`src/rtl/writeback_arbiter_pkg.sv`:
```
// Shared register-file constants and writeback arbiter types.
// Used by writeback_arbiter, its interface and the optional forwarding comparator.
package writeback_arbiter_pkg;

  localparam int REG_ADDR  = 5;
  localparam int REG_WIDTH = 32;
  localparam int REG_NUM   = 32;

  localparam int STARVE_LIMIT_DEF = 4;
  localparam int CNT_W_DEF        = 3;

  typedef enum logic {
    MEM_PRIO  = 1'b0,
    ALU_FORCE = 1'b1
  } wb_state_e;

  typedef struct packed {
    logic                 valid;
    logic [REG_ADDR-1:0]  rd;
    logic [REG_WIDTH-1:0] data;
  } wb_req_t;

  // x0 is hardwired to zero, so writes to it are accepted but never enabled.
  function automatic logic is_x0(input logic [REG_ADDR-1:0] rd);
    return rd == '0;
  endfunction

endpackage

```
`src/rtl/writeback_arbiter_if.sv`:
```
// Producer/register-file bundle for writeback_arbiter; forwarding signals
// exist only when WB_FORWARD_EN is defined.
interface writeback_arbiter_if;
  import writeback_arbiter_pkg::*;

  // Handshake: a result moves when i_*_valid && o_*_ready in the same cycle.
  // Ready is combinational from both valids and the arbiter state, never from
  // the source's own ready; a source holds rd/data stable until it sees ready.
  logic                 i_alu_valid;
  logic                 o_alu_ready;
  logic [REG_ADDR-1:0]  i_alu_rd;
  logic [REG_WIDTH-1:0] i_alu_data;

  logic                 i_mem_valid;
  logic                 o_mem_ready;
  logic [REG_ADDR-1:0]  i_mem_rd;
  logic [REG_WIDTH-1:0] i_mem_data;

  logic                 o_write_enable;
  logic [REG_ADDR-1:0]  o_write_select;
  logic [REG_WIDTH-1:0] o_write_data;
  logic                 o_starved;

`ifdef WB_FORWARD_EN
  logic [REG_ADDR-1:0]  i_read_select_a;
  logic [REG_ADDR-1:0]  i_read_select_b;
  logic                 o_fwd_hit_a;
  logic                 o_fwd_hit_b;
  logic [REG_WIDTH-1:0] o_fwd_data_a;
  logic [REG_WIDTH-1:0] o_fwd_data_b;
`endif

  modport slave (
    input  i_alu_valid, i_alu_rd, i_alu_data,
    input  i_mem_valid, i_mem_rd, i_mem_data,
    output o_alu_ready, o_mem_ready,
    output o_write_enable, o_write_select, o_write_data, o_starved
`ifdef WB_FORWARD_EN
    , input  i_read_select_a, i_read_select_b
    , output o_fwd_hit_a, o_fwd_hit_b, o_fwd_data_a, o_fwd_data_b
`endif
  );

  modport master (
    output i_alu_valid, i_alu_rd, i_alu_data,
    output i_mem_valid, i_mem_rd, i_mem_data,
    input  o_alu_ready, o_mem_ready,
    input  o_write_enable, o_write_select, o_write_data, o_starved
`ifdef WB_FORWARD_EN
    , output i_read_select_a, i_read_select_b
    , input  o_fwd_hit_a, o_fwd_hit_b, o_fwd_data_a, o_fwd_data_b
`endif
  );

endinterface

```
`src/rtl/writeback_arbiter_fwd_cmp.sv`:
```
// wb_fwd_cmp: one read-port comparator against the registered write port.
// Purely combinational; x0 never hits.
module wb_fwd_cmp
  import writeback_arbiter_pkg::*;
(
  input  logic                 write_enable,
  input  logic [REG_ADDR-1:0]  write_select,
  input  logic [REG_WIDTH-1:0] write_data,
  input  logic [REG_ADDR-1:0]  read_select,
  output logic                 hit,
  output logic [REG_WIDTH-1:0] fwd_data
);

  assign hit      = write_enable && (write_select == read_select) && !is_x0(read_select);
  assign fwd_data = hit ? write_data : '0;

endmodule

```
`src/rtl/writeback_arbiter.sv`:
```
// Two-source (ALU, MEM) arbiter for the single register-file write port with
// MEM priority, bounded ALU starvation and x0 suppression. WB_FORWARD_EN adds forwarding.
module writeback_arbiter
  import writeback_arbiter_pkg::*;
#(
  parameter int STARVE_LIMIT = STARVE_LIMIT_DEF,
  parameter int CNT_W        = CNT_W_DEF
) (
  input  logic              clk,
  input  logic              rst_n,
  writeback_arbiter_if.slave bus,
  output wb_state_e         dbg_state,
  output logic [CNT_W-1:0]  dbg_starve_cnt
);

  localparam logic [CNT_W-1:0] LIMIT_C = CNT_W'(STARVE_LIMIT);
  localparam logic [CNT_W-1:0] CNT_ONE = CNT_W'(1);

  wb_req_t alu_req;
  wb_req_t mem_req;

  wb_state_e        state_q, state_d;
  logic [CNT_W-1:0] cnt_q, cnt_d;

  logic                 alu_grant;
  logic                 mem_grant;
  logic [REG_ADDR-1:0]  win_rd;
  logic [REG_WIDTH-1:0] win_data;

  logic                 we_q;
  logic [REG_ADDR-1:0]  sel_q;
  logic [REG_WIDTH-1:0] data_q;

  assign alu_req = '{valid: bus.i_alu_valid, rd: bus.i_alu_rd, data: bus.i_alu_data};
  assign mem_req = '{valid: bus.i_mem_valid, rd: bus.i_mem_rd, data: bus.i_mem_data};

  // Grant selection, starvation counting and next state.
  always_comb begin
    alu_grant = 1'b0;
    mem_grant = 1'b0;
    state_d   = state_q;
    cnt_d     = cnt_q;
    win_rd    = mem_req.rd;
    win_data  = mem_req.data;

    case (state_q)
      MEM_PRIO: begin
        mem_grant = mem_req.valid;
        alu_grant = alu_req.valid && !mem_req.valid;
      end
      ALU_FORCE: begin
        alu_grant = alu_req.valid;
        mem_grant = mem_req.valid && !alu_req.valid;
      end
      default: begin
        mem_grant = mem_req.valid;
        alu_grant = alu_req.valid && !mem_req.valid;
      end
    endcase

    if (alu_grant) begin
      win_rd   = alu_req.rd;
      win_data = alu_req.data;
    end

    // The counter saturates at the limit; in ALU_FORCE a valid ALU is always granted.
    if (alu_grant) begin
      cnt_d = '0;
    end else if (alu_req.valid && (cnt_q != LIMIT_C)) begin
      cnt_d = cnt_q + CNT_ONE;
    end

    case (state_q)
      MEM_PRIO:  if (cnt_d == LIMIT_C) state_d = ALU_FORCE;
      ALU_FORCE: if (alu_grant)        state_d = MEM_PRIO;
      default:   state_d = MEM_PRIO;
    endcase
  end

  always_ff @(posedge clk or negedge rst_n) begin
    if (!rst_n) begin
      state_q <= MEM_PRIO;
      cnt_q   <= '0;
    end else begin
      state_q <= state_d;
      cnt_q   <= cnt_d;
    end
  end

  // Registered write port: select/data only move on a grant, even one to x0.
  always_ff @(posedge clk or negedge rst_n) begin
    if (!rst_n) begin
      we_q   <= 1'b0;
      sel_q  <= '0;
      data_q <= '0;
    end else begin
      we_q <= (alu_grant || mem_grant) && !is_x0(win_rd);
      if (alu_grant || mem_grant) begin
        sel_q  <= win_rd;
        data_q <= win_data;
      end
    end
  end

  assign bus.o_alu_ready    = alu_grant;
  assign bus.o_mem_ready    = mem_grant;
  assign bus.o_write_enable = we_q;
  assign bus.o_write_select = sel_q;
  assign bus.o_write_data   = data_q;
  assign bus.o_starved      = (state_q == ALU_FORCE);

  assign dbg_state      = state_q;
  assign dbg_starve_cnt = cnt_q;

`ifdef WB_FORWARD_EN
  logic                 hit_a, hit_b;
  logic [REG_WIDTH-1:0] fwd_a, fwd_b;

  wb_fwd_cmp u_fwd_cmp_a (
    .write_enable (we_q),
    .write_select (sel_q),
    .write_data   (data_q),
    .read_select  (bus.i_read_select_a),
    .hit          (hit_a),
    .fwd_data     (fwd_a)
  );

  wb_fwd_cmp u_fwd_cmp_b (
    .write_enable (we_q),
    .write_select (sel_q),
    .write_data   (data_q),
    .read_select  (bus.i_read_select_b),
    .hit          (hit_b),
    .fwd_data     (fwd_b)
  );

  assign bus.o_fwd_hit_a  = hit_a;
  assign bus.o_fwd_hit_b  = hit_b;
  assign bus.o_fwd_data_a = fwd_a;
  assign bus.o_fwd_data_b = fwd_b;
`endif

  a_one_grant: assert property (@(posedge clk) disable iff (!rst_n)
    !(alu_grant && mem_grant));
  a_grant_needs_valid: assert property (@(posedge clk) disable iff (!rst_n)
    (!alu_grant || alu_req.valid) && (!mem_grant || mem_req.valid));

endmodule
```
`src/flat_wrapper.sv`:
```
// flat-port wrapper written by rule: the top's interface ports become plain ports
module writeback_arbiter_flat import writeback_arbiter_pkg::*;
#(
  parameter int STARVE_LIMIT = STARVE_LIMIT_DEF,
  parameter int CNT_W        = CNT_W_DEF
)
  (clk, rst_n, dbg_state, dbg_starve_cnt, bus_i_alu_valid, bus_i_alu_rd, bus_i_alu_data, bus_i_mem_valid, bus_i_mem_rd, bus_i_mem_data, bus_o_alu_ready, bus_o_mem_ready, bus_o_write_enable, bus_o_write_select, bus_o_write_data, bus_o_starved);
  writeback_arbiter_if bus_i ();
  input  logic clk;
  input  logic rst_n;
  output wb_state_e dbg_state;
  output logic [CNT_W-1:0] dbg_starve_cnt;
  input wire logic [$bits(bus_i.i_alu_valid)-1:0] bus_i_alu_valid;
  input wire logic [$bits(bus_i.i_alu_rd)-1:0] bus_i_alu_rd;
  input wire logic [$bits(bus_i.i_alu_data)-1:0] bus_i_alu_data;
  input wire logic [$bits(bus_i.i_mem_valid)-1:0] bus_i_mem_valid;
  input wire logic [$bits(bus_i.i_mem_rd)-1:0] bus_i_mem_rd;
  input wire logic [$bits(bus_i.i_mem_data)-1:0] bus_i_mem_data;
  output wire logic [$bits(bus_i.o_alu_ready)-1:0] bus_o_alu_ready;
  output wire logic [$bits(bus_i.o_mem_ready)-1:0] bus_o_mem_ready;
  output wire logic [$bits(bus_i.o_write_enable)-1:0] bus_o_write_enable;
  output wire logic [$bits(bus_i.o_write_select)-1:0] bus_o_write_select;
  output wire logic [$bits(bus_i.o_write_data)-1:0] bus_o_write_data;
  output wire logic [$bits(bus_i.o_starved)-1:0] bus_o_starved;
  assign bus_i.i_alu_valid = bus_i_alu_valid;
  assign bus_i.i_alu_rd = bus_i_alu_rd;
  assign bus_i.i_alu_data = bus_i_alu_data;
  assign bus_i.i_mem_valid = bus_i_mem_valid;
  assign bus_i.i_mem_rd = bus_i_mem_rd;
  assign bus_i.i_mem_data = bus_i_mem_data;
  assign bus_o_alu_ready = bus_i.o_alu_ready;
  assign bus_o_mem_ready = bus_i.o_mem_ready;
  assign bus_o_write_enable = bus_i.o_write_enable;
  assign bus_o_write_select = bus_i.o_write_select;
  assign bus_o_write_data = bus_i.o_write_data;
  assign bus_o_starved = bus_i.o_starved;
  writeback_arbiter #(.STARVE_LIMIT(STARVE_LIMIT), .CNT_W(CNT_W)) u_core (.clk(clk), .rst_n(rst_n), .bus(bus_i), .dbg_state(dbg_state), .dbg_starve_cnt(dbg_starve_cnt));
endmodule
```
`config.mk`:
```
export PLATFORM = sky130hd
export DESIGN_NAME = writeback_arbiter_flat
export DESIGN_NICKNAME = d
export VERILOG_FILES = /design/src/rtl/writeback_arbiter_pkg.sv /design/src/rtl/writeback_arbiter_if.sv /design/src/rtl/writeback_arbiter_fwd_cmp.sv /design/src/rtl/writeback_arbiter.sv /design/src/flat_wrapper.sv
export SDC_FILE = /design/constraint.sdc
export NUM_CORES = 1
export LEC_CHECK = 0
export BUFFER_PORTS_ARGS = -buffer_cell sky130_fd_sc_hd__buf_4
export CAP_MARGIN = 20
export CELL_PAD_IN_SITES_DETAIL_PLACEMENT = 1
export CELL_PAD_IN_SITES_GLOBAL_PLACEMENT = 2
export CORE_MARGIN = 2
export CORE_UTILIZATION = 24
export CTS_CLUSTER_DIAMETER = 80
export CTS_CLUSTER_SIZE = 10
export DETAILED_ROUTE_END_ITERATION = 10
export GPL_TIMING_DRIVEN = 0
export PLACE_DENSITY_LB_ADDON = 0.12
export SKIP_CTS_REPAIR_TIMING = 1
export SLEW_MARGIN = 20
export SYNTH_ARGS = -nofsm -noshare
export SYNTH_HDL_FRONTEND = slang
export SYNTH_SLANG_ARGS = --single-unit
```
`constraint.sdc`:
```
create_clock -name clk -period 1.6 [get_ports clk]
set_input_delay 0.16 -clock clk [delete_from_list [all_inputs] [get_ports clk]]
set_output_delay 0.16 -clock clk [all_outputs]
set_load 0.1 [all_outputs]
```
Yosys cells after proc, flatten, opt, wreduce, memory -nomap -nowiden:

Index checks and enable logic that the tools add are counted.

* $add $sub $neg: 1
* multiply operators: 0
* div/mod/pow operators: 0
* $lt $le $gt $ge: 0
* eq/ne operators: 2
* shifts and indexed selects: 0
* muxes and demuxes: 9
* bitwise gates (word level): 1
* reduce and logical (&&, ||, !) cells: 9

Operators with widths (number)
* $mux W32: 1
* $mux W3: 2
* $pmux W1 S2: 3
* $logic_not A5 Y1: 1
* $mux W5: 1
* $logic_and A1 B1 Y1: 4
* $add A3 B1 Y3 const B: 1
* $eq A3 B3 Y1 const B: 1
* $logic_not A1 Y1: 3
* $ne A3 B3 Y1 const B: 1
* $mux W1: 2
* $logic_or A1 B1 Y1: 1
* $not A1 Y1: 1

* register bits after elaboration: 42
* bits in latches: 0
* memory bits (writable): 0
* memory bits (read-only): 0
* input port bits: 78
* memories: 0

Depth between registers and ports, before layout:

* word-level depth: 7
* depth in mapped cells: 6
* gate-level depth less buffers: 6

Worst setup path before layout:

No wires, ideal clock.

* path type: reg-to-reg
* start: register u_core.state_q (netlist: u_core.bus.o_starved)
* end: register u_core.cnt_q[1] (netlist: u_core.dbg_starve_cnt[1])
* setup time: 156 ps
* data arrival time: 2156 ps
* required time: 1444 ps
* setup slack: -713 ps
* stages on the path, launching flop included: 6
* clock period less this slack: 2313 ps
* cell sequence: dfrtp_1 > nand2b_2 > nand2_2 > buf_6 > inv_1 > nor2_1

* longest elaborated chain between the ends: 3

RTL lines
* start, declared: RTL line writeback_arbiter.sv:22 `wb_state_e state_q, state_d;`
* start signal, assigned: RTL line writeback_arbiter.sv:85 `state_q <= state_d;`
* $not A1 Y1: RTL line writeback_arbiter.sv:46 `case (state_q)`
* $pmux W1 S2 (*): RTL line writeback_arbiter.sv:46
* named net bus_o_alu_ready: RTL line flat_wrapper.sv:19 `output wire logic [$bits(bus_i.o_alu_ready)-1:0] bus_o_alu_ready;`
* $mux W3 (*): RTL line writeback_arbiter.sv:67 `if (alu_grant) begin`
* named net u_core.cnt_d[1]: RTL line writeback_arbiter.sv:23 `logic [CNT_W-1:0] cnt_q, cnt_d;`
* end signal, assigned: RTL line writeback_arbiter.sv:86 `cnt_q <= cnt_d;`
* end, declared: RTL line writeback_arbiter.sv:23

Mark *: on every way through the listed nets, which the timed path passes. The rest lies on a longest branch.
A chain may end at the register's enable or synchronous reset.

Final worst setup path:

* start: register u_core.state_q (netlist: u_core.bus.o_starved)
* end: output bus_o_mem_ready

* longest elaborated chain between the ends: 2

RTL lines
* $not A1 Y1: RTL line writeback_arbiter.sv:46
* $pmux W1 S2 (*): RTL line writeback_arbiter.sv:46
* end, declared: RTL line flat_wrapper.sv:20 `output wire logic [$bits(bus_i.o_mem_ready)-1:0] bus_o_mem_ready;`

Every way passes the cells marked *; elsewhere a longest branch is shown, timed or not.

==> results.json <==
{
  "finClkSkew_ns": 0.00324,
  "route.antenna.remaining_nets": 0,
  "h-tree-depth": 2,
  "start_util": 0.250,
  "cp_top_family": "flip-flops",
  "tightest_slew_ns": 0.568,
  "numPortBuffers": 122,
  "wire_per_inst_um": 15.4,
  "tritoncts": "done",
  "routabilityCongestion": 0.743,
  "ys_warn_count": 0,
  "drive_above_1_share": 0.562,
  "endpoint_kind": "output pin",
  "path_max_fanout": 10,
  "setup_viol": 0,
  "hold_violations": 0,
  "ys_ff_latch": 42,
  "path_clk_slew_ns": 0.08,
  "hpwl_mm": 4.95,
  "num_vias": 1940,
  "wl_mm": 6.73,
  "hold_slack_ns": 0.0891,
  "critPathLaunchType": "register",
  "clock-root-buffer": "clkbuf_8",
  "fin_util": 0.399,
  "status": "finished, final reports clean",
  "drt-pass1-iter-count": 4,
  "drv_slew": 0,
  "syn-num-nets": 278,
  "finalCritPeriodShare": 0.960,
  "crit_required_ns": 1.44,
  "startpoint": "u_core.bus.o_starved$_DFF_PN0_",
  "ir_worst_vdd_v": 0.000668,
  "maxCapViolCount": 0,
  "worstHoldPathType": "input pin to register",
  "antenna_found_initial": 0,
  "cpMaxStageDelayCell": "dfrtp_4",
  "fmax_mhz": 651,
  "reg2reg_from": "u_core.dbg_starve_cnt[0]$_DFF_PN0_",
  "p_leak_nw": 1.55,
  "route.detailed.drc": 0,
  "cts_buffers": 5,
  "worst-setup-path-type": "register to output pin",
  "syn_to_final_growth_pct": 59.4,
  "arrival_ns": 1.38,
  "syn_inst": 198,
  "cts_sinks": 42,
  "period_minus_slack_ns": 1.54,
  "cellPowerDensity_mw_per_mm2": 1500,
  "crit_buf_inv": 3,
  "rows": 33,
  "die_y_um": 97.1,
  "drtIter0Drc": 45,
  "grt_pass1_vias": 2099,
  "overflow": 0,
  "core-area_mm2": 0.00830,
  "grt_usage": 0.142,
  "max_stage_delay_ns": 0.49,
  "synth-seq-area-share": 0.506,
  "finalNetCount": 412,
  "cts_buffer_depth": 2,
  "synth_area_mm2": 0.00208,
  "ys_types": 22,
  "dieArea_mm2": 0.00942,
  "slew_headroom": 0.621,
  "vias_per_cell": 4.43,
  "syn_area_per_cell_um2": 10.5,
  "crit_chain": "nand2_1 -> nand2_2 -> buf_6 -> clkinvlp_4 -> buf_8",
  "worstSkewPairLatency_ns": 0.29,
  "grt_start_max_net_pins": 43,
  "min-delay-start": "bus_i_alu_data[12]",
  "die_w_um": 97.1,
  "ios": 123,
  "rsz0062_at_grt": "false",
  "grt_pass1_wl_mm": 10.8,
  "antennaDiodeCount": 0
}
-- routing by layer --
metal / vias up / global-route usage / wire length [um]
met5: - / 0 / 0
met3: 3 / 0.0453 / 516
met4: 0 / 0.0325 / 26
met2: 70 / 0.247 / 3290
met1: 925 / 0.172 / 2900
li1: 942 / - / -
-- area by class of cell --
| cell class | instances | area [um2] |
|---|---|---|
| Clock inverter | 1 | 5.00 |
| Multi-Input combinational cell | 136 | 883 |
| Fill cell | 979 | 4990 |
| Tap cell | 105 | 131 |
| Clock buffer | 7 | 86.3 |
| Timing Repair Buffer | 127 | 976 |
| Sequential cell | 42 | 1060 |
| Buffer | 14 | 141 |
| Inverter | 6 | 30.0 |
-- registers in the layout, summed over array words and instances, names as in the netlist --
register	flops
u_core.bus.o_starved	1
u_core.bus.o_write_data	32
u_core.bus.o_write_enable	1
u_core.bus.o_write_select	5
u_core.dbg_starve_cnt	3
-- worst min-delay path, cell delays in order --
cell and delay, ns:
buf_4 0.08, nor2_1 0.03, nor2_1 0.08
-- Yosys cell counts (all sizes together) --
cell	count	share of area
a211oi	1	0.0060
nor2	77	0.14
o21ai	1	0.0024
ha	2	0.012
a22o	1	0.0042
o22ai	39	0.21
nand2	5	0.011
or4	2	0.0072
and4b	1	0.0048
dfrtp	42	0.51
mux2i	1	0.0048
a21boi	1	0.0054
or2	1	0.0030
a21oi	2	0.0048
nand2b	1	0.0042
inv	6	0.011
a31oi	1	0.0030
buf	14	0.063
-- worst paths after layout --
check,endpoint,slack (ns),depth (start not counted)
setup / recovery,bus_o_mem_ready,0.06,5
min in group asynchronous,u_core.bus.o_write_data[1]$_DFFE_PN0P_,0.40,2
hold reg to reg,u_core.bus.o_write_select[4]$_DFFE_PN0P_,0.52,2
hold / removal,u_core.bus.o_write_data[12]$_DFFE_PN0P_,0.09,3
setup reg to reg,u_core.bus.o_starved$_DFF_PN0_,0.18,6
max in group asynchronous,u_core.dbg_starve_cnt[0]$_DFF_PN0_,0.77,2
-- power by group --
group | total, mW | internal [mW] | switching [mW]
clock | 0.724 | 0.349 | 0.375
sequential | 1.42 | 1.27 | 0.149
combinational | 2.83 | 0.734 | 2.10
total | 4.98 | 2.35 | 2.62
-- cells by family (layout without fill, tap and decap cells) --
kind of cell / after synthesis / after routing / share of synthesized area
AND/OR/NAND/NOR: 87 / 87 / 0.170
AO/OA/AOI/OAI: 46 / 46 / 0.234
flip-flops: 42 / 42 / 0.506
buffers and inverters: 20 / 155 / 0.0740
adder cells (fa/ha/maj): 2 / 2 / 0.0120
multiplexers: 1 / 1 / 0.00482
-- cells in the final DEF, fill, tap and decap left out --
master,synthesis,layout
buf_2,3,2
a211oi_2,1,1
or4_1,2,2
and4b_1,1,1
clkinv_2,0,1
o22ai_2,30,30
buf_4,2,126
dlygate4sd3_1,0,1
clkbuf_8,0,6
inv_1,6,4
clkbuf_1,0,1
a31oi_1,1,1
buf_12,0,1
mux2i_1,1,1
nand2_4,0,1
nand2b_4,0,1
a21boi_2,1,1
dfrtp_4,0,2
a22o_1,1,1
o22ai_1,9,9
dfrtp_2,0,1
nand2_1,3,3
buf_6,9,9
o21ai_0,1,1
dfrtp_1,42,39
clkinvlp_4,0,2
nand2_2,2,1
nor2_1,77,77
ha_1,2,2
buf_8,0,2
a21oi_1,2,2
or2_1,1,1
-- stage by stage --
stage | power [mW] | setup TNS, ns | cell area [um2] | setup WS, ns | std cells
6_report | 4.98 | 0 | 3310 | 0.0641 | 438
2_1_floorplan | 3.53 | -0.128 | 2100 | -0.114 | 198
3_3_place_gp | 4.22 | 0 | 3150 | 0.163 | 425
5_1_grt | 5.21 | 0 | 3310 | 0.000982 | 438
4_1_cts | 4.99 | -0.231 | 3240 | -0.129 | 433
3_5_place_dp | 4.24 | 0 | 3150 | 0.159 | 425
No activity file was read; power rests on OpenSTA's default activity.
